### config.mk
export PLATFORM = sky130hd
export DESIGN_NAME = gf8_mul_reduce_seq
export DESIGN_NICKNAME = d
export VERILOG_FILES = /design/src/rtl/gf8_mul_reduce_seq.sv
export SDC_FILE = /design/constraint.sdc
export NUM_CORES = 1
export LEC_CHECK = 0
export CAP_MARGIN = 10
export CORE_AREA = 2 2 69 97
export CTS_CLUSTER_SIZE = 30
export DETAILED_ROUTE_END_ITERATION = 8
export DIE_AREA = 0 0 71 99
export PLACE_DENSITY = 0.76
export RECOVER_POWER = 25
export SETUP_SLACK_MARGIN = 0.3
export SLEW_MARGIN = 20
export SYNTH_ARGS = -nofsm -noshare
export SYNTH_HDL_FRONTEND = slang
export SYNTH_SLANG_ARGS = --single-unit
### constraint.sdc
create_clock -name clk -period 3.35 [get_ports clk]
set_clock_uncertainty 0.15 [all_clocks]
set_input_delay 0.67 -clock clk [delete_from_list [all_inputs] [get_ports clk]]
set_output_delay 0.67 -clock clk [all_outputs]
set_load 0.01 [all_outputs]
### src/rtl/gf8_mul_reduce_seq.sv
// gf8_mul_reduce_seq: sequential GF(2^8) multiplier back-end.
// Takes a, b and the upstream low carry-less product, builds the high
// product bits 14:8 one partial product per cycle, then reduces the
// 15-bit polynomial modulo {1, POLY} one bit per cycle.
module gf8_mul_reduce_seq #(
    parameter logic [7:0] POLY = 8'h1B
) (
    input  logic       clk,
    input  logic       rst_n,
    input  logic       in_valid,
    output logic       in_ready,
    input  logic [7:0] a,
    input  logic [7:0] b,
    input  logic [7:0] lo,
    output logic       out_valid,
    input  logic       out_ready,
    output logic [7:0] y,
    output logic       busy
);

    typedef enum logic [1:0] {
        ST_IDLE   = 2'd0,
        ST_HIMUL  = 2'd1,
        ST_REDUCE = 2'd2,
        ST_DONE   = 2'd3
    } state_t;

    // Full degree-8 modulus with the implicit x^8 term made explicit.
    localparam logic [14:0] POLY_FULL = {6'd0, 1'b1, POLY};

    state_t      state_r, state_s;
    logic [14:0] p_r, p_s;
    logic [7:0]  ra_r, ra_s;
    logic [7:0]  rb_r, rb_s;
    logic [7:0]  y_r, y_s;
    logic [2:0]  i_r, i_s;
    logic [3:0]  k_r, k_s;
    logic        out_valid_r, out_valid_s;
    logic        accept_s;

    // High part of the partial product rb * x^i, aligned to bit 8.
    function automatic logic [6:0] himul_term(input logic [7:0] rb_v, input logic [2:0] i_v);
        logic [7:0] sh_v;
        sh_v = rb_v >> (4'd8 - {1'b0, i_v});
        return sh_v[6:0];
    endfunction

    // One reduction step at bit k: subtracting POLY_FULL * x^(k-8) also clears bit k.
    function automatic logic [14:0] reduce_step(input logic [14:0] p_v, input logic [3:0] k_v);
        logic [14:0] r_v;
        if (p_v[k_v]) begin
            r_v = p_v ^ (POLY_FULL << (k_v - 4'd8));
        end else begin
            r_v = p_v;
        end
        return r_v;
    endfunction

    assign in_ready  = (state_r == ST_IDLE) && rst_n;
    assign accept_s  = in_valid && in_ready;
    assign out_valid = out_valid_r;
    assign y         = y_r;
    assign busy      = (state_r != ST_IDLE);

    // Next-state and datapath update for the IDLE/HIMUL/REDUCE/DONE sequence.
    always_comb begin
        state_s     = state_r;
        p_s         = p_r;
        ra_s        = ra_r;
        rb_s        = rb_r;
        y_s         = y_r;
        i_s         = i_r;
        k_s         = k_r;
        out_valid_s = out_valid_r;
        case (state_r)
            ST_IDLE: begin
                if (accept_s) begin
                    ra_s    = a;
                    rb_s    = b;
                    p_s     = {7'd0, lo};
                    i_s     = 3'd1;
                    state_s = ST_HIMUL;
                end else begin
                    state_s = ST_IDLE;
                end
            end
            ST_HIMUL: begin
                if (ra_r[i_r]) begin
                    p_s[14:8] = p_r[14:8] ^ himul_term(rb_r, i_r);
                end else begin
                    p_s = p_r;
                end
                if (i_r == 3'd7) begin
                    k_s     = 4'd14;
                    state_s = ST_REDUCE;
                end else begin
                    i_s = i_r + 3'd1;
                end
            end
            ST_REDUCE: begin
                p_s = reduce_step(p_r, k_r);
                if (k_r == 4'd8) begin
                    y_s         = p_s[7:0];
                    out_valid_s = 1'b1;
                    state_s     = ST_DONE;
                end else begin
                    k_s = k_r - 4'd1;
                end
            end
            ST_DONE: begin
                if (out_ready) begin
                    out_valid_s = 1'b0;
                    state_s     = ST_IDLE;
                end else begin
                    out_valid_s = 1'b1;
                end
            end
            default: begin
                out_valid_s = 1'b0;
                state_s     = ST_IDLE;
            end
        endcase
    end

    // State and datapath registers with synchronous active-low reset.
    always_ff @(posedge clk) begin
        if (!rst_n) begin
            state_r     <= ST_IDLE;
            p_r         <= 15'd0;
            ra_r        <= 8'd0;
            rb_r        <= 8'd0;
            y_r         <= 8'd0;
            i_r         <= 3'd0;
            k_r         <= 4'd0;
            out_valid_r <= 1'b0;
        end else begin
            state_r     <= state_s;
            p_r         <= p_s;
            ra_r        <= ra_s;
            rb_r        <= rb_s;
            y_r         <= y_s;
            i_r         <= i_s;
            k_r         <= k_s;
            out_valid_r <= out_valid_s;
        end
    end

endmodule

==> flow_metrics.tcl <==
set metrics [dict create \
    synth.ff_latch_count 49 \
    area.growth.synth_to_final_pct 16.4 \
    post_synth_most_frequent_cells "nand2_1, dfxtp_1, nor2_1, o21ai_0, a21oi_1" \
    die-area_sq_um 7030 \
    number_of_cell_rows 34 \
    dieHeight_um 99 \
    critPathCapture "in_ready" \
    worst_case_reg_to_reg_path_depth 6 \
    max_freq_mhz 354 \
    synth_warnings 0 \
    num_cts_buffers 5 \
    slew_viol_final 0 \
    cp-end-kind "primary output" \
    timing.setup.tns_ns 0 \
    synth.net_count 453 \
    post-route-util 0.615 \
    core_region_area_sq_um 6170 \
    fin_nets 482 \
    power.total_mw 2.34 \
    grt_overflow 0 \
    wl_met1_mm 3.35 \
    io-pin-count 39 \
    clockRootBuffer "clkbuf_8" \
    clk_pin_slew_worst_paths_ns 0.10 \
    cts.repair.resized 0 \
    max-slew-margin-rel 0.571 \
    clock_sink_count 49 \
    drive_gt1_frac 0.0886 \
    async_flop_share 0 \
    routed_wirelength_mm 8.41 \
    worstMarginPinSlew_ns 0.644 \
    tritoncts "built" \
    final-instance-count-excl-fill 512 \
    diode_count 0 \
    count_of_mapped_cells_out_of_synthesis 411 \
    synth_top_flop_cell "dfxtp_1" \
    initial_antenna_violation_count 0 \
    placedCellCount 505 \
    syn_area_sq_um 3260 \
    setup-violations-final 0 \
    drc_errors 0 \
    total_routing_usage_gr 0.245 \
    crit_path_start "rst_n" \
    yosys.cell_types.count 61 \
    drt-initial-drc-count 194 \
    cap_viol_max_count 0 \
    wire_per_inst_um 16.4 \
    finalWeightedCongestion 0.992 \
    worst_case_register_to_register_setup_slack_ns 0.65 \
    via_count 3086 \
    later_pin_clock_latency_in_the_skew_report_ns 0.31 \
    holdCritPathClass "flip-flop to flip-flop" \
    met3_wirelength_um 347 \
    dr.max_layer_used "met4" \
    yosysTopAreaCellShare 0.301 \
    synth_largest_area_cell "dfxtp_1" \
    regToRegEndpoint "p_r[13]" \
    setup_bufs_post_cts 0 \
    cp_max_fo 3 \
    cts_max_level 2 \
    top_cells_by_area_synth "dfxtp_1, nand2_1, ha_1" \
    detailedPlacementHpwl_mm 6.11 \
    first_global_vias 3022 \
    yosysSeqAreaShare 0.301 \
    critical_path_class "input port to primary output" \
    drt_first_pass_iters 4 \
    p_leak_nw 1.40 \
    cellPowerDensity_nw_per_um2 616 \
    unrepaired_setup_endpoints_after_global_routing "no" \
    power.ir.vdd_worst_v 0.000344 \
    die_width_um 71 \
    cts.path.max_buffers 2 \
    start_kind "input port" \
    ant_nets 0 \
    timing.final.crit_share 0.844 \
    effective_utilization_at_floorplan 0.528 \
    first_pass_grt_wire_length_mm 14.0 \
    cts_hold_buf 0 \
    cp_data_required_time_ns 2.53 \
    detail_route.vias_per_cell 6.03 \
    met2WireLength_mm 4.43 \
    r2r-start "k_r[0]" \
    cp.arrival_ns 2.01 \
    yosysMostFrequentCell "nand2_1" \
    finalHoldViolCount 0 \
    status "finished clean" \
    finalWorstPathRequiredPeriod_ns 2.83 \
    synthesis.area_per_instance_sq_um 7.93 \
    grt_start_max_net_pins 35 \
    port_buffers 38 \
    synth-edff-count 0 \
]
## flip-flops by register name (all words and copies together) (netlist names)
signal and flops:
p_r 15, ra_r 8, rb_r 8, y 8
k_r 4, i_r 3, state_r 2, out_valid 1
## critical path, cell delays in order
cell             delay, ns
dlygate4sd3_1         0.57
clkinv_1              0.09
nor2_1                0.13
clkdlybuf4s50_1       0.55
## per-stage QoR
step	hold slack, ns	area [sq um]	worst slack (ns)
after detailed placement	0.300	3690	0.532
after global routing	0.333	3790	0.469
after floorplan	0.283	3260	0.645
final	0.308	3790	0.521
after CTS	0.314	3790	0.573
after global placement	0.293	3690	0.571
## cell type report
class | instances | area [sq um]
clock buffer | 5 | 68.8
tap | 72 | 90.1
clock inverter | 2 | 38.8
inverter | 20 | 75.1
multi-input combinational | 314 | 2070
sequential | 49 | 981
fill | 560 | 2370
timing repair buffer | 50 | 470
## routing by layer
layer,vias up,global-route usage
li1,1536,-
met1,1425,0.264
met2,99,0.460
met3,26,0.0317
met4,0,0.116
met5,-,0
## where the power goes
| group | internal (mW) | total, mW | leakage (nW) | switching [mW] |
|---|---|---|---|---|
| Clock | 0.221 | 0.432 | 0.0546 | 0.211 |
| Sequential | 0.671 | 0.777 | 0.400 | 0.107 |
| Combinational | 0.466 | 1.13 | 0.946 | 0.662 |
| Total | 1.36 | 2.34 | 1.40 | 0.980 |
## cells in the final DEF, fill, tap and decap left out, types with 5 or more instances in the layout
| cell | count |
|---|---|
| nand3_1 | 5 |
| dfxtp_1 | 49 |
| mux2i_1 | 16 |
| ha_1 | 14 |
| a21oi_1 | 28 |
| nor2_1 | 38 |
| dlygate4sd3_1 | 10 |
| buf_4 | 12 |
| nand2_1 | 67 |
| o22ai_1 | 13 |
| inv_1 | 18 |
| nor3_1 | 5 |
| clkdlybuf4s50_1 | 28 |
| o2bb2ai_1 | 5 |
| clkbuf_8 | 5 |
| mux2_2 | 8 |
| o21ai_0 | 30 |
## cells by family (layout without fill, tap and decap cells)
family / Yosys count / after routing / share of synthesized area
AOI/OAI and AO/OA: 130 / 130 / 0.278
xor gates and xnor gates: 6 / 6 / 0.0161
adders and majority gates: 14 / 14 / 0.0537
buffers and inverters: 48 / 77 / 0.0641
DFF: 49 / 49 / 0.301
muxes: 29 / 29 / 0.109
and+or+nand+nor: 135 / 135 / 0.178
## how the worst min path moves through the flow
stage	startpoint	endpoint	slack, ns	cells after the start
3_5_place_dp	y[7]	y[7]	0.30	2
4_1_cts	y[6]	y[6]	0.31	2
5_1_grt	y[6]	y[6]	0.33	2
3_3_place_gp	y[6]	y[6]	0.29	2
2_1_floorplan	ra_r[4]	ra_r[4]	0.28	2
6_report	y[7]	y[7]	0.31	2
No activity file was read; power rests on OpenSTA's default activity.
